## src/rtl/biss_pkg.sv

```systemverilog
// Shared definitions for the BiSS-C polling path.
//   - FSM state encoding of the poll scheduler
//   - default position / CRC widths
//   - bit positions of the active-low {nError, nWarn} status pair
package biss_pkg;

    localparam int DATA_W_DEF = 26;
    localparam int CRC_W_DEF  = 6;

    localparam int NERR  = 1;
    localparam int NWARN = 0;

    typedef enum logic [2:0] {
        ST_IDLE        = 3'd0,
        ST_TRIG        = 3'd1,
        ST_WAIT        = 3'd2,
        ST_CHECK       = 3'd3,
        ST_FAIL        = 3'd4,
        ST_GAP         = 3'd5,
        ST_PERIOD_WAIT = 3'd6
    } state_t;

endpackage

```

## src/rtl/sat_cnt16.sv

```systemverilog
// 16-bit event counter that sticks at 16'hFFFF.
//   clk, rst : clock, synchronous active-high reset (clears the count)
//   inc      : count one event this cycle
//   cnt      : current count
module sat_cnt16 (
    input  logic        clk,
    input  logic        rst,
    input  logic        inc,
    output logic [15:0] cnt
);

    always_ff @(posedge clk) begin
        if (rst) begin
            cnt <= 16'd0;
        end else if (inc && (cnt != 16'hFFFF)) begin
            cnt <= cnt + 16'd1;
        end
    end

endmodule

```

## src/rtl/biss_poll_scheduler.sv

```systemverilog
// Periodic acquisition sequencer for the BiSS-C master. Issues trig pulses on
// a programmable schedule, validates each frame by CRC and timeout, retries
// failed frames within a per-slot budget and publishes validated positions.
//   clk, rst              : clock, synchronous active-high reset
//   enable, single        : periodic run level / one-shot slot request
//   trig, frame_done      : start pulse to master / frame finished pulse
//   pos_in, err_in        : received position and {nError, nWarn}
//   crc_rx, crc_calc      : received and locally computed CRC
//   pos_out, pos_valid    : last validated position and its update strobe
//   enc_error, enc_warn   : encoder status of the last validated frame
//   fault, fault_clr      : sticky retry-exhausted flag and its clear
//   busy                  : slot in progress
//   crc_err_cnt, tmo_cnt  : saturating CRC-mismatch / timeout counts
//
// state          | meaning
// ST_IDLE        | stopped, waiting for enable or single
// ST_TRIG        | trig pulse out, timers loaded
// ST_WAIT        | waiting for frame_done or timeout
// ST_CHECK       | act on CRC result captured with frame_done
// ST_FAIL        | consume one retry or raise fault
// ST_GAP         | slave recovery time after frame end / timeout
// ST_PERIOD_WAIT | waiting for the poll period to expire
module biss_poll_scheduler
    import biss_pkg::*;
#(
    parameter int DATA_W      = DATA_W_DEF,
    parameter int CRC_W       = CRC_W_DEF,
    parameter int PERIOD_CYC  = 5000,
    parameter int TIMEOUT_CYC = 2000,
    parameter int GAP_CYC     = 200,
    parameter int MAX_RETRY   = 3
) (
    input  logic              clk,
    input  logic              rst,
    input  logic              enable,
    input  logic              single,
    output logic              trig,
    input  logic              frame_done,
    input  logic [DATA_W-1:0] pos_in,
    input  logic [1:0]        err_in,
    input  logic [CRC_W-1:0]  crc_rx,
    input  logic [CRC_W-1:0]  crc_calc,
    output logic [DATA_W-1:0] pos_out,
    output logic              pos_valid,
    output logic              enc_error,
    output logic              enc_warn,
    output logic              fault,
    input  logic              fault_clr,
    output logic              busy,
    output logic [15:0]       crc_err_cnt,
    output logic [15:0]       tmo_cnt
);

    localparam int PW = $clog2(PERIOD_CYC + 1);
    localparam int TW = $clog2(TIMEOUT_CYC + 1);
    localparam int GW = $clog2(GAP_CYC + 1);
    localparam int RW = $clog2(MAX_RETRY + 2);

    // Period and timeout timers are loaded in TRIG, one cycle after the trig
    // edge they are measured from; the gap timer is loaded on the frame-end /
    // timeout cycle itself so CHECK and FAIL count toward the recovery gap.
    localparam logic [PW-1:0] PER_LOAD = PW'(PERIOD_CYC - 2);
    localparam logic [TW-1:0] TMO_LOAD = TW'(TIMEOUT_CYC - 1);
    localparam logic [GW-1:0] GAP_LOAD = GW'(GAP_CYC - 1);
    localparam logic [RW-1:0] MAX_R    = RW'(MAX_RETRY);

    state_t          state;
    logic [PW-1:0]   per_t;
    logic [TW-1:0]   tmo_t;
    logic [GW-1:0]   gap_t;
    logic [RW-1:0]   retry;
    logic            retry_pend;
    logic            crc_ok;
    logic            crc_inc;
    logic            tmo_inc;

    assign crc_inc = (state == ST_CHECK) && !crc_ok;
    assign tmo_inc = (state == ST_WAIT) && !frame_done && (tmo_t == '0);

    always_ff @(posedge clk) begin
        if (rst) begin
            state      <= ST_IDLE;
            trig       <= 1'b0;
            pos_out    <= '0;
            pos_valid  <= 1'b0;
            enc_error  <= 1'b0;
            enc_warn   <= 1'b0;
            fault      <= 1'b0;
            busy       <= 1'b0;
            retry      <= '0;
            retry_pend <= 1'b0;
            crc_ok     <= 1'b0;
            per_t      <= '0;
            tmo_t      <= '0;
            gap_t      <= '0;
        end else begin
            trig      <= 1'b0;
            pos_valid <= 1'b0;
            if (per_t != '0) per_t <= per_t - PW'(1);
            if (tmo_t != '0) tmo_t <= tmo_t - TW'(1);
            if (gap_t != '0) gap_t <= gap_t - GW'(1);
            if (fault_clr) fault <= 1'b0;

            case (state)
                ST_IDLE: begin
                    if (enable || single) begin
                        state <= ST_TRIG;
                        trig  <= 1'b1;
                        busy  <= 1'b1;
                        retry <= '0;
                    end
                end
                ST_TRIG: begin
                    tmo_t      <= TMO_LOAD;
                    per_t      <= PER_LOAD;
                    retry_pend <= 1'b0;
                    state      <= ST_WAIT;
                end
                ST_WAIT: begin
                    // frame_done is tested first so it wins on the expiry cycle
                    if (frame_done) begin
                        crc_ok <= (crc_rx == crc_calc);
                        gap_t  <= GAP_LOAD;
                        state  <= ST_CHECK;
                        // publish here so pos_valid lands the cycle after frame_done
                        if (crc_rx == crc_calc) begin
                            pos_out   <= pos_in;
                            enc_error <= !err_in[NERR];
                            enc_warn  <= !err_in[NWARN];
                            pos_valid <= 1'b1;
                        end
                    end else if (tmo_t == '0) begin
                        gap_t <= GAP_LOAD;
                        state <= ST_FAIL;
                    end
                end
                ST_CHECK: begin
                    state <= crc_ok ? ST_GAP : ST_FAIL;
                end
                ST_FAIL: begin
                    if (retry < MAX_R) begin
                        retry      <= retry + RW'(1);
                        retry_pend <= 1'b1;
                    end else if (!fault_clr) begin
                        fault <= 1'b1;
                    end
                    state <= ST_GAP;
                end
                ST_GAP: begin
                    if (gap_t == '0) begin
                        if (retry_pend) begin
                            state <= ST_TRIG;
                            trig  <= 1'b1;
                        end else begin
                            state <= ST_PERIOD_WAIT;
                            busy  <= 1'b0;
                        end
                    end
                end
                ST_PERIOD_WAIT: begin
                    if (!enable) begin
                        state <= ST_IDLE;
                    end else if (per_t == '0) begin
                        state <= ST_TRIG;
                        trig  <= 1'b1;
                        busy  <= 1'b1;
                        retry <= '0;
                    end
                end
                default: begin
                    state <= ST_IDLE;
                    busy  <= 1'b0;
                end
            endcase
        end
    end

    sat_cnt16 u_crc_cnt (
        .clk (clk),
        .rst (rst),
        .inc (crc_inc),
        .cnt (crc_err_cnt)
    );

    sat_cnt16 u_tmo_cnt (
        .clk (clk),
        .rst (rst),
        .inc (tmo_inc),
        .cnt (tmo_cnt)
    );

endmodule

```

## config.mk

```make
export PLATFORM = sky130hd
export DESIGN_NAME = biss_poll_scheduler
export DESIGN_NICKNAME = d
export VERILOG_FILES = /design/src/rtl/biss_pkg.sv /design/src/rtl/sat_cnt16.sv /design/src/rtl/biss_poll_scheduler.sv
export SDC_FILE = /design/constraint.sdc
export NUM_CORES = 1
export LEC_CHECK = 0
export CORE_AREA = 2 2 125 91
export CTS_BUF_LIST = sky130_fd_sc_hd__clkbuf_16
export DETAILED_ROUTE_END_ITERATION = 10
export DIE_AREA = 0 0 127 93
export PLACE_DENSITY_LB_ADDON = 0.15
export SLEW_MARGIN = 20
export SYNTH_ARGS = -nofsm -noshare
export SYNTH_HDL_FRONTEND = slang
export SYNTH_SLANG_ARGS = --single-unit
export TNS_END_PERCENT = 30
```

## constraint.sdc

```tcl
create_clock -name clk -period 2.7 [get_ports clk]
set_input_delay 0.27 -clock clk [delete_from_list [all_inputs] [get_ports clk]]
set_output_delay 0.27 -clock clk [all_outputs]
set_load 0.02 [all_outputs]
```

* Word level (Yosys, flattened, before mapping)
Index checks and enable logic that the tools add are counted.
** Storage, ports and cells
- Register bits after elaboration :: 104
- Input bits :: 46
- Output and inout port bits :: 64
- Word-level logic and storage cells :: 116
** Cells by class
- Add/subtract/negate cells :: 6
- Order comparisons :: 1
- Equal/unequal tests :: 17
- Muxes and demuxes :: 41
- Bitwise operators :: 3
- Reductions and logical operators :: 30
** Operators with widths (number)
- $mux 3 :: 11
- $add 16x1->16 const B :: 2
- $mux 8 :: 4
- $ne 16x16->1 const B :: 2
- $mux 13 :: 2
- $mux 11 :: 2
- $pmux 3 s7 :: 1
- $mux 1 :: 17
- $logic_not 13->1 :: 1
- $reduce_bool 13->1 :: 1
- $sub 13x1->13 const B :: 1
- $ne 2x2->1 const B :: 6
- $logic_not 11->1 :: 1
- $reduce_bool 11->1 :: 1
- $sub 11x1->11 const B :: 1
- $eq 3x3->1 const B :: 3
- $pmux 3 s3 :: 1
- $logic_not 8->1 :: 1
- $reduce_bool 8->1 :: 1
- $sub 8x1->8 const B :: 1
- $eq 3x2->1 const B :: 2
- $eq 6x6->1 :: 1
- $reduce_and 6->1 :: 1
- $reduce_bool 2->1 :: 3
- 21 further kinds :: 31

* Longest topological paths before layout
Gate-level depths: netlist of the first run.
- Word-level depth :: 5
- Gate-level depth with buffers :: 9
- Mapped depth without buffers :: 7

* Modules after synthesis
A second synthesis of the first run with hierarchy kept.
** Second synthesis, totals
- Cell total of the unflattened synthesis :: 616
- Area, all modules :: 5238.8 sq um
** By module, submodules not included
- biss_poll_scheduler :: times used 1, cells each 418, area an instance 3542.1 sq um, seq. area each 1441.4 sq um
- sat_cnt16 :: times used 2, cells each 99, area an instance 848.3 sq um, seq. area each 320.3 sq um

* Worst setup path after synthesis of the first run
Ideal clock, no wire load.
- Kind :: register to register
- From :: register u_crc_cnt.cnt[0]
- To :: register u_crc_cnt.cnt[3]
- Setup time :: 128 ps
- Data arrival time :: 1967 ps
- Required time :: 2572 ps
- Slack :: 605 ps
- Stages on the path, launching flop included :: 7
- Path buffers :: 0
- Period minus slack after synthesis :: 2095 ps
- Cells stage by stage :: dfxtp_1 -> ha_1 -> inv_1 -> nor4_1 -> a2111oi_0 -> xnor2_1 -> nor2_1
** Between the ends
- Word-level cells in the longest chain between the ends :: 2
- Elaborated cells on any way between the ends :: 3
- Those cells by class :: 1 x add/sub; 1 x eq/ne; 1 x reduce/logical
** Ends and longest elaborated chain
- from (decl) :: RTL line sat_cnt16.sv:9 : output logic [15:0] cnt
- from (signal assigned) :: RTL line sat_cnt16.sv:16 : cnt <= cnt + 16'd1;
- branches (longest 2 deep; another with $add 16x1->16)
Several ways; the timed one is not identified.
A chain may end at the register's enable or synchronous reset.

* Worst setup path after layout of the first run
- From :: register state[2]
- To :: register retry[2]
** Between the ends
- Word-level cells in the longest chain between the ends :: 3
- Elaborated cells on any way between the ends :: 10
- Those cells by class :: 6 x eq/ne; 1 x mux; 3 x reduce/logical
** Ends and longest elaborated chain
- from (decl) :: RTL line biss_poll_scheduler.sv:67 : state_t state;
- from (signal assigned) :: RTL line biss_poll_scheduler.sv:138 : state <= crc_ok ? ST_GAP : ST_FAIL;
- $eq 3x3->1 / $logic_not 3->1 (equally long branches) :: RTL line biss_poll_scheduler.sv:104 : case (state)
- $ne 2x2->1 (no source line) / $reduce_bool 3->1 (equally long branches)
- $reduce_and 5->1 (no source line)
- to (signal assigned) :: RTL line biss_poll_scheduler.sv:142 : retry <= retry + RW'(1);
- to (decl) :: RTL line biss_poll_scheduler.sv:71 : logic [RW-1:0] retry;
Several ways; a longest one is shown, not always the timed one.

==> impl_metrics.csv, run 1 <==
group,metric,value,unit
final_layout,drive_gt1_share,7.132,%
detailed_routing,drc_errors,0,
synthesis,synthesis.area,4975,µm²
worst_setup_path,crit_chain,"nor3_1 -> a2111oi_0 -> o21ai_0 -> o21bai_1 -> and3b_1",
worst_setup_path,reg2reg_to,"retry[2]",
synthesis,synth_top_family_by_area,"simple AND/OR/NAND/NOR gates",
synthesis,yosys_warnings,0,
grt,first_global_vias,4293,
worst_setup_path,critPathBufInv,0,
worst_setup_path,r2r_cells,5,
final_layout,layout_commonest_cell,"clkdlybuf4s50_1",
detailed_routing,routedWlPerCell,15.05,µm
grt,grt_antenna_before_repair,0,
timing,worst_pin_slew,879.8,ps
flow_run,maxCapViolations,0,
floorplan,die_area,11810,µm²
timing,finalSetupTns,0,ps
power_and_ir_drop,p_leak,2.253,nW
synthesis,synth_xor_area_share,6.690,%
timing,setup_viol,0,
worst_setup_path,crit_family,"compound AO/OA/AOI/OAI gates",
synthesis,netlist_instances,561,
synthesis,synth_flop_cell,"dfxtp_1",
timing,period_minus_slack,2250,ps
cts,post_cts_resized,0,
detailed_routing,dr.first_iter.drc_count,292,
timing,slew_viol_final,0,
floorplan,die_y,93,µm
detailed_routing,drt-pass1-iter-count,4,
synthesis,yosysSeqAreaShare,41.85,%
power_and_ir_drop,p_total,5.174,mW
cts,cts_tree,"yes",
worst_setup_path,reg2reg_slack,450,ps
worst_setup_path,regToRegStartpoint,"state[2]",
power_and_ir_drop,ir_drop,437.1,µV
detailed_routing,routed_via_density,5.507,
timing,max_freq,0.4444,GHz
timing,slew_headroom,40.81,%
hold_path,min-delay-start,"rst",
final_layout,final_nets,722,
synthesis,synth_mux_area_share,7.067,%
grt,grt-ovfl-total,0,
worst_setup_path,path_class,"reg2reg",
floorplan,coreArea,10650,µm²
floorplan,initial_core_util,46.71,%
cts,cts-buffers-inserted,9,
floorplan,ioPinCount,110,
cts,postCtsSetupBuffers,0,
final_layout,nFillCells,941,
worst_setup_path,crit_path_end_kind,"flop",
cts,hold_buffers,0,
timing,period_share,83.35,%
grt,grt_max_degree,45,
detailed_routing,drt_wl_total,12180,µm
synthesis,async_reset_ff_share,0,%
final_layout,num_antenna_cells,0,
synthesis,synthDistinctLibCells,59,
timing,rsz0062_at_grt,"false",
detailed_routing,antenna_left,0,
cts,clk_pin_slew,70,ps
hold_path,whs_path_depth,2,
timing,finClkSkew,8.544,ps
place,port_buffers,109,
place,dp.final_hpwl,8889,µm
cts,cts.sinks,104,
final_layout,area_delta_synth_final,31.04,%
grt,grt_pass1_wl,20540,µm
hold_path,hold_class,"in2reg",
hold_path,min_to,"u_tmo_cnt.cnt[6]",
worst_setup_path,path_max_fanout,16,
synthesis,ys_seq_elements,104,
synthesis,synthAdderAreaFrac,2.012,%
synthesis,syn-num-nets,615,
worst_setup_path,crit_slowest_cell,"dfxtp_1",
cts,clockBufferDepth,2,
cts,insertion_delay,350,ps
detailed_routing,vias,4455,
place,globalplace.congestion,0.8888,
power_and_ir_drop,pwr_density_cell,793.7,nW/µm²
outcome,outcome,"completed",
synthesis,synth_compound_gate_area_share,12.30,%
worst_setup_path,cp.required,2990,ps
worst_setup_path,arrival,2540,ps
floorplan,fp.dieW,127,µm
synthesis,synthSimpleGateAreaFrac,25.93,%
cts,htree_levels,3,
synthesis,synth-edff-count,0,
synthesis,syn_avg_cell_area,8.868,µm²
cts,cts_root_buffer,"clkbuf_16",
final_layout,final_cell_mix,"108 x clkdlybuf4s50_1, 104 x dfxtp_1, 82 x nor2_1",
worst_setup_path,critPathLaunchType,"flop",
worst_setup_path,cpPeakStageDelay,680,ps
grt,grt_usage,21.41,%
final_layout,fin_util,61.21,%
timing,whs,307.8,ps
floorplan,rows,32,
timing,hold_viol,0,
[cell usage after synthesis (6+ instances only)]
| master | count | area [µm²] |
|---|---|---|
| ha_1 | 8 | 100.1 |
| nand3_1 | 16 | 80.08 |
| o21ai_0 | 6 | 30.03 |
| inv_1 | 19 | 71.32 |
| clkbuf_1 | 19 | 71.32 |
| nand4_1 | 13 | 81.33 |
| nand2_1 | 26 | 97.59 |
| a21oi_1 | 46 | 230.2 |
| a211oi_1 | 10 | 75.07 |
| o31ai_1 | 6 | 45.04 |
| or3_1 | 7 | 43.79 |
| nor3_1 | 24 | 120.1 |
| nor4_1 | 9 | 56.30 |
| xnor2_1 | 22 | 192.7 |
| or4_1 | 9 | 67.56 |
| xor2_1 | 16 | 140.1 |
| mux2i_1 | 34 | 340.3 |
| nand2b_1 | 10 | 62.56 |
| nor2_1 | 82 | 307.8 |
| dfxtp_1 | 104 | 2082 |
[how the worst max path moves through the flow]
| stage | slack [ps] | to | start | depth (start not counted) |
|---|---|---|---|---|
| final | 450 | retry[2] | state[2] | 5 |
| after global routing | 210 | retry[2] | state[2] | 5 |
| after CTS | 470 | state[0] | tmo_t[0] | 7 |
| after detailed placement | 280 | retry[2] | enable | 6 |
| after global placement | 400 | retry[2] | enable | 6 |
| after floorplan | 610 | u_crc_cnt.cnt[3] | u_crc_cnt.cnt[0] | 6 |
[cell type report]
type                       instances  area (µm²)  area share [%]
multi-input combinational        411        2688           41.23
sequential                       104        2082           31.94
timing repair buffer             123        1204           18.46
clock buffer                       9       225.2           3.455
tap                              136       170.2           2.610
clock inverter                     7       78.83           1.209
inverter                          19       71.32           1.094
[per-layer routing]
| layer | part of all wire, % | track usage, % |
|---|---|---|
| met1 | 47 | 27.62 |
| met2 | 45 | 34.23 |
| met3 | 7.0 | 8.181 |
| met4 | 0.99 | 4.762 |
| met5 | 0 | 0 |
[state kept, by name (all words and copies together) (netlist names), 3 cells and up]
register	cells
gap_t	8
tmo_t	11
u_crc_cnt.cnt	16
u_tmo_cnt.cnt	16
per_t	13
state	3
retry	3
pos_out	26
[logic make-up after synthesis]
family / count (synthesis)
buf+inv: 46
simple gates: 234
fa+ha+maj: 8
mux: 35
flops: 104
xor+xnor: 38
compound gates: 96
[power breakdown]
| group | internal, mW | switching (mW) | leakage, nW |
|---|---|---|---|
| combinational | 0.822 | 0.980 | 1.26 |
| clock | 0.729 | 0.597 | 0.149 |
| sequential | 1.76 | 0.281 | 0.846 |
[through the flow]
stage | worst slack (ps) | instance area (µm²) | cells
floorplan | 605.0 | 4975 | 561
global placement | 397.6 | 6215 | 793
detailed placement | 275.5 | 6215 | 793
CTS | 473.1 | 6519 | 809
global route | 208.5 | 6519 | 809
finish | 449.6 | 6519 | 809
Note: power is estimated with default switching activity, not from simulation.
==> run 2: changes to the inputs <==
--- a/config.mk
+++ b/config.mk
@@ -5,10 +5,10 @@
 export SDC_FILE = /design/constraint.sdc
 export NUM_CORES = 1
 export LEC_CHECK = 0
-export CORE_AREA = 2 2 125 91
+export CORE_AREA = 2 2 128 93
 export CTS_BUF_LIST = sky130_fd_sc_hd__clkbuf_16
 export DETAILED_ROUTE_END_ITERATION = 10
-export DIE_AREA = 0 0 127 93
+export DIE_AREA = 0 0 130 95
 export PLACE_DENSITY_LB_ADDON = 0.15
 export SLEW_MARGIN = 20
 export SYNTH_ARGS = -nofsm -noshare
==> constraint.sdc (replaced) <==
create_clock -name clk -period 1.9 [get_ports clk]
set_input_delay 0.19 -clock clk [delete_from_list [all_inputs] [get_ports clk]]
set_output_delay 0.19 -clock clk [all_outputs]
set_load 0.02 [all_outputs]
==> run 2 against run 1 <==
  * Utilization increased by 3.4 points
  * Non-clock buffer count is 62 higher
  * Highest routed layer unchanged
  * Clock skew fell by 0.54 ps
  * Sequential share of layout area decreased by 3.3 points
  * Hold slack got worse by 53 ps
  * Sequential cell count did not move
  * Largest power group is now combinational cells
  * The run now ends with setup timing left
  * First-iteration DRC count fell by 28%
==> impl_metrics.csv, run 2 (same netlist as run 1, synthesis figures left out) <==
group,metric,value,unit
final_layout,regMostFlops,"pos_out",
power_and_ir_drop,pwr_density_cell,1137,nW/µm²
cts,cts-buffers-inserted,9,
timing,slew_viol_final,0,
grt,use_met3,6.289,%
timing,max_freq,0.5058,GHz
cts,cts.sinks,104,
floorplan,coreArea,11270,µm²
cts,insertion_delay,350,ps
power_and_ir_drop,ir_drop,605.5,µV
outcome,violations,"setup timing",
timing,hold_viol,0,
timing,finClkSkew,8.003,ps
cts,clk_pin_slew,70,ps
cts,cts_root_buffer,"clkbuf_16",
worst_setup_path,crit_path_end_kind,"flop",
worst_setup_path,cp.required,2180,ps
floorplan,rows,33,
final_layout,final_nets,785,
final_layout,drive_gt1_share,20.68,%
floorplan,initial_core_util,44.13,%
grt,grt_max_degree,36,
cts,cts_tree,"yes",
timing,rsz0062_at_grt,"true",
cts,htree_levels,3,
power_and_ir_drop,p_total,8.277,mW
floorplan,die_area,12350,µm²
detailed_routing,antenna_left,0,
timing,finalSetupTns,-329.8,ps
outcome,outcome,"finished, violations left",
timing,setup_ws,-77.15,ps
detailed_routing,vias,4685,
worst_setup_path,r2r_cells,6,
final_layout,fin_util,64.60,%
power_and_ir_drop,p_leak,2.659,nW
timing,setup_viol,9,
place,globalplace.congestion,0.8511,
final_layout,layout_commonest_cell,"clkdlybuf4s50_1",
final_layout,num_antenna_cells,0,
detailed_routing,drt-pass1-iter-count,4,
hold_path,min-delay-start,"rst",
place,dp.final_hpwl,9003,µm
worst_setup_path,regToRegStartpoint,"tmo_t[5]",
timing,period_share,104.1,%
cts,clockBufferDepth,2,
detailed_routing,drc_errors,0,
detailed_routing,dr.first_iter.drc_count,210,
final_layout,final_cell_mix,"108 x clkdlybuf4s50_1, 99 x dfxtp_1, 81 x nor2_1",
final_layout,largest_reg_flops,26,
worst_setup_path,arrival,2260,ps
timing,period_minus_slack,1977,ps
worst_setup_path,path_class,"reg2reg",
grt,busiest_layer,"met2",
hold_path,hold_class,"in2reg",
floorplan,ioPinCount,110,
detailed_routing,drt_wl_total,13000,µm
grt,first_global_vias,4493,
floorplan,die_y,95,µm
grt,grt.met1_usage,28.27,%
grt,grt-ovfl-total,0,
flow_run,maxCapViolations,0,
final_layout,top_regs,"pos_out (26), u_crc_cnt.cnt (16), u_tmo_cnt.cnt (16)",
floorplan,fp.dieW,130,µm
grt,grt_pass1_wl,21090,µm
place,port_buffers,109,
worst_setup_path,crit_end,"u_tmo_cnt.cnt[13]",
grt,grt_usage,21.46,%
detailed_routing,routedWlPerCell,14.58,µm
grt,grt_antenna_before_repair,0,
detailed_routing,routed_via_density,5.252,
worst_setup_path,path_max_fanout,5,
timing,slew_headroom,67.65,%
cts,hold_buffers,0,
worst_setup_path,reg2reg_slack,-80,ps
worst_setup_path,crit_start,"tmo_t[5]",
worst_setup_path,reg2reg_to,"u_tmo_cnt.cnt[13]",
grt,met2_usage,34.03,%
worst_setup_path,critPathLaunchType,"flop",
final_layout,area_delta_synth_final,46.38,%
timing,worst_pin_slew,473.1,ps
-- run 2: changes by cell type in the layout (fill, tap and decap cells not counted), moves of 4 or more --
cell and delta:
nor3_1 -6, inv_1 -4, dfxtp_1 -5, nor3_2 +5, buf_4 +58, dfxtp_2 +5, nor4_1 -5
-- run 2: how the worst min path moves through the flow --
stage                     depth (start not counted)          endpoint  slack [ps]
after floorplan                                   1             fault         270
final                                             2  u_crc_cnt.cnt[7]         250
after CTS                                         2  u_crc_cnt.cnt[7]         240
after detailed placement                          2        pos_out[5]         490
after global routing                              2  u_crc_cnt.cnt[7]         270
after global placement                            2          retry[1]         460
-- run 2: repair_timing --
item / CTS / global route
cloned: 0 / 1
setup endpoints to repair: 35 / 77
buffers inserted: 5 / 1
pin swaps: 13 / 6
resized for setup: 26 / 29
-- run 2: critical path, stage by stage, from the launching register on --
cell	delay, ps
dfxtp_2	330
buf_4	140
nor4_4	410
nand4_4	180
a21o_4	240
or4_1	490
a21oi_2	120
-- run 2: per-layer routing --
metal  wire length [µm]  vias up  part of all wire (%)
met1               6192     2186                    48
met3                844       15                   6.5
met2               5787      118                    45
met4                179        0                   1.4
met5                  0        -                     0
li1                   -     2366                     -
-- run 2: layout make-up --
| type | instances | area, µm² |
|---|---|---|
| clock buffers | 9 | 225.2 |
| clock inverters | 6 | 61.31 |
| fillers | 939 | 3990 |
| inverters | 19 | 71.32 |
| multi-input cells | 412 | 2947 |
| flip-flops and latches | 104 | 2088 |
| well taps | 157 | 196.4 |
| repair buffers | 185 | 1693 |
-- run 2: where the power goes --
part,leakage (nW),switching (mW),internal [mW]
Combinational,1.67,1.76,1.84
Clock,0.143,0.807,1.01
Sequential,0.847,0.342,2.52
-- run 2: through the flow --
stage / cell area (µm²) / setup WS (ps) / hold slack, ps / std cells
after CTS: 7148 / -80.58 / 244.2 / 892
after global placement: 6719 / -270.7 / 460.2 / 872
final: 7282 / -77.15 / 254.4 / 892
after floorplan: 5005 / -65.92 / 266.8 / 561
after global routing: 7282 / -131.6 / 268.1 / 892
after detailed placement: 6719 / -332.7 / 486.1 / 872
==> run 3: changes to the inputs <==
--- a/config.mk
+++ b/config.mk
@@ -9,6 +9,7 @@
 export CTS_BUF_LIST = sky130_fd_sc_hd__clkbuf_16
 export DETAILED_ROUTE_END_ITERATION = 10
 export DIE_AREA = 0 0 130 95
+export MAX_ROUTING_LAYER = met4
 export PLACE_DENSITY_LB_ADDON = 0.15
 export SLEW_MARGIN = 20
 export SYNTH_ARGS = -nofsm -noshare
==> run 3 against run 2 <==
  * The flow still finishes with violations (setup timing)
  * Clock skew shrank 2.3 ps
  * Sequential share of layout area is the same
  * Via count grew 0.11%
  * Hold slack lost 1.1 ps
  * Critical path depth is the same
  * Global-route usage grew 0.61 points
  * Sequential cell count is the same
  * Die area is the same
  * Combinational power is essentially flat
  * Cell count is the same
  * Largest power group unchanged
==> impl_metrics.csv, run 3 (same netlist as run 1, synthesis figures left out) <==
group,metric,value,unit
power_and_ir_drop,p_leak,2.659,nW
place,place_ws,-332.7,ps
place,globalplace.congestion,0.8646,
cts,clk_pin_slew,70,ps
detailed_routing,drt_wl_total,12980,µm
detailed_routing,vias,4690,
final_layout,largest_reg_flops,26,
cts,cts_tree,"yes",
cts,cts-buffers-inserted,9,
power_and_ir_drop,pwr_density_cell,1135,nW/µm²
cts,cts.sinks,104,
floorplan,initial_core_util,44.13,%
final_layout,area_delta_synth_final,46.38,%
detailed_routing,dr.first_iter.drc_count,201,
final_layout,final_cell_mix,"108 x clkdlybuf4s50_1, 99 x dfxtp_1, 81 x nor2_1",
floorplan,die_area,12350,µm²
worst_setup_path,r2r_cells,6,
final_layout,nFillCells,939,
final_layout,seq_area,2088,µm²
detailed_routing,antenna_left,0,
timing,rsz0062_at_grt,"true",
cts,htree_levels,3,
timing,period_share,104.6,%
timing,slew_viol_final,0,
cts,hold_buffers,0,
floorplan,fp.dieW,130,µm
worst_setup_path,path_class,"reg2reg",
detailed_routing,routed_via_density,5.258,
timing,finClkSkew,5.748,ps
timing,setup_viol,9,
timing,max_freq,0.5032,GHz
detailed_routing,drt-pass1-iter-count,4,
timing,worst_pin_slew,472.7,ps
detailed_routing,routedWlPerCell,14.55,µm
timing,slew_headroom,67.67,%
outcome,violations,"setup timing",
floorplan,ioPinCount,110,
final_layout,num_antenna_cells,0,
floorplan,rows,33,
power_and_ir_drop,ir_drop,601.4,µV
final_layout,top_regs,"pos_out (26), u_crc_cnt.cnt (16), u_tmo_cnt.cnt (16)",
cts,insertion_delay,340,ps
grt,grt_max_degree,36,
worst_setup_path,path_max_fanout,5,
worst_setup_path,critPathLaunchType,"flop",
worst_setup_path,reg2reg_to,"u_tmo_cnt.cnt[13]",
floorplan,coreArea,11270,µm²
timing,setup_ws,-87.25,ps
worst_setup_path,reg2reg_slack,-90,ps
worst_setup_path,regToRegStartpoint,"tmo_t[5]",
floorplan,die_y,95,µm
cts,clockBufferDepth,2,
hold_path,min_to,"u_crc_cnt.cnt[7]",
final_layout,fin_util,64.60,%
hold_path,hold_class,"in2reg",
worst_setup_path,arrival,2260,ps
final_layout,drive_gt1_share,20.68,%
outcome,outcome,"finished, violations left",
timing,hold_viol,0,
grt,grt_pass1_wl,21080,µm
final_layout,final_nets,785,
hold_path,whs_path_depth,2,
final_layout,multi_input_area,2947,µm²
detailed_routing,drc_errors,0,
final_layout,regMostFlops,"pos_out",
worst_setup_path,crit_path_end_kind,"flop",
final_layout,layout_commonest_cell,"clkdlybuf4s50_1",
grt,grt_usage,22.06,%
place,dp.final_hpwl,9003,µm
cts,cts_root_buffer,"clkbuf_16",
worst_setup_path,cp.required,2180,ps
grt,grt_antenna_before_repair,0,
place,port_buffers,109,
timing,period_minus_slack,1987,ps
flow_run,maxCapViolations,0,
grt,grt-ovfl-total,0,
grt,first_global_vias,4489,
hold_path,min-delay-start,"rst",
==> run 3: cell counts in the layout (fill, tap and decap cells not counted) <==
No cell type changed its count.
==> run 3: cell type report <==
cell class,instances,area share [%]
tap,157,2.698
timing repair buffer,185,23.25
sequential,104,28.68
inverter,19,0.9794
multi-input combinational,412,40.46
clock buffer,9,3.093
clock inverter,6,0.8419
==> run 3: critical path, cell delays in order, from the launching register on <==
cell and delay, ps:
dfxtp_2 330, buf_4 140, nor4_4 410, nand4_4 180, a21o_4 240, or4_1 490
a21oi_2 130
==> run 3: power breakdown <==
group          total [mW]  internal [mW]  switching [mW]  leakage (nW)
Sequential           2.86           2.52           0.340         0.847
Combinational        3.60           1.84            1.76          1.67
Clock                1.81           1.01           0.800         0.143
==> run 3: how the worst max path moves through the flow <==
stage / start / end / slack (ps) / depth (start not counted)
6_report: tmo_t[5] / u_tmo_cnt.cnt[13] / -90 / 6
3_5_place_dp: frame_done / u_tmo_cnt.cnt[14] / -330 / 7
5_1_grt: tmo_t[0] / u_tmo_cnt.cnt[9] / -130 / 8
2_1_floorplan: tmo_t[0] / state[0] / -70 / 7
3_3_place_gp: frame_done / u_tmo_cnt.cnt[7] / -270 / 6
4_1_cts: tmo_t[0] / state[0] / -80 / 7
==> run 3: layer usage <==
layer | vias up | GRT usage (%) | share of wire [%]
met2 | 133 | 34.08 | 45
met1 | 2178 | 28.23 | 47
met3 | 13 | 6.176 | 6.5
met5 | - | - | 0
met4 | 0 | 6.631 | 1.2
li1 | 2366 | - | -
==> run 3: stage by stage <==
step                hold slack, ps  TNS (ps)  total power [mW]  area, µm²  cells
finish                       253.2    -344.0             8.265       7282    892
global route                 268.1     -3648             8.822       7282    892
CTS                          244.2    -361.2             8.097       7148    892
detailed placement           486.1     -6147             6.127       6719    872
global placement             460.2     -5300             6.028       6719    872
floorplan                    266.8    -184.4             4.887       5005    561
==> run 3: timing repair <==
item	CTS	global route
setup buffers	5	1
resized for setup	26	29
endpoints found under the setup margin	35	77
pin swaps	13	6
gates cloned	0	1
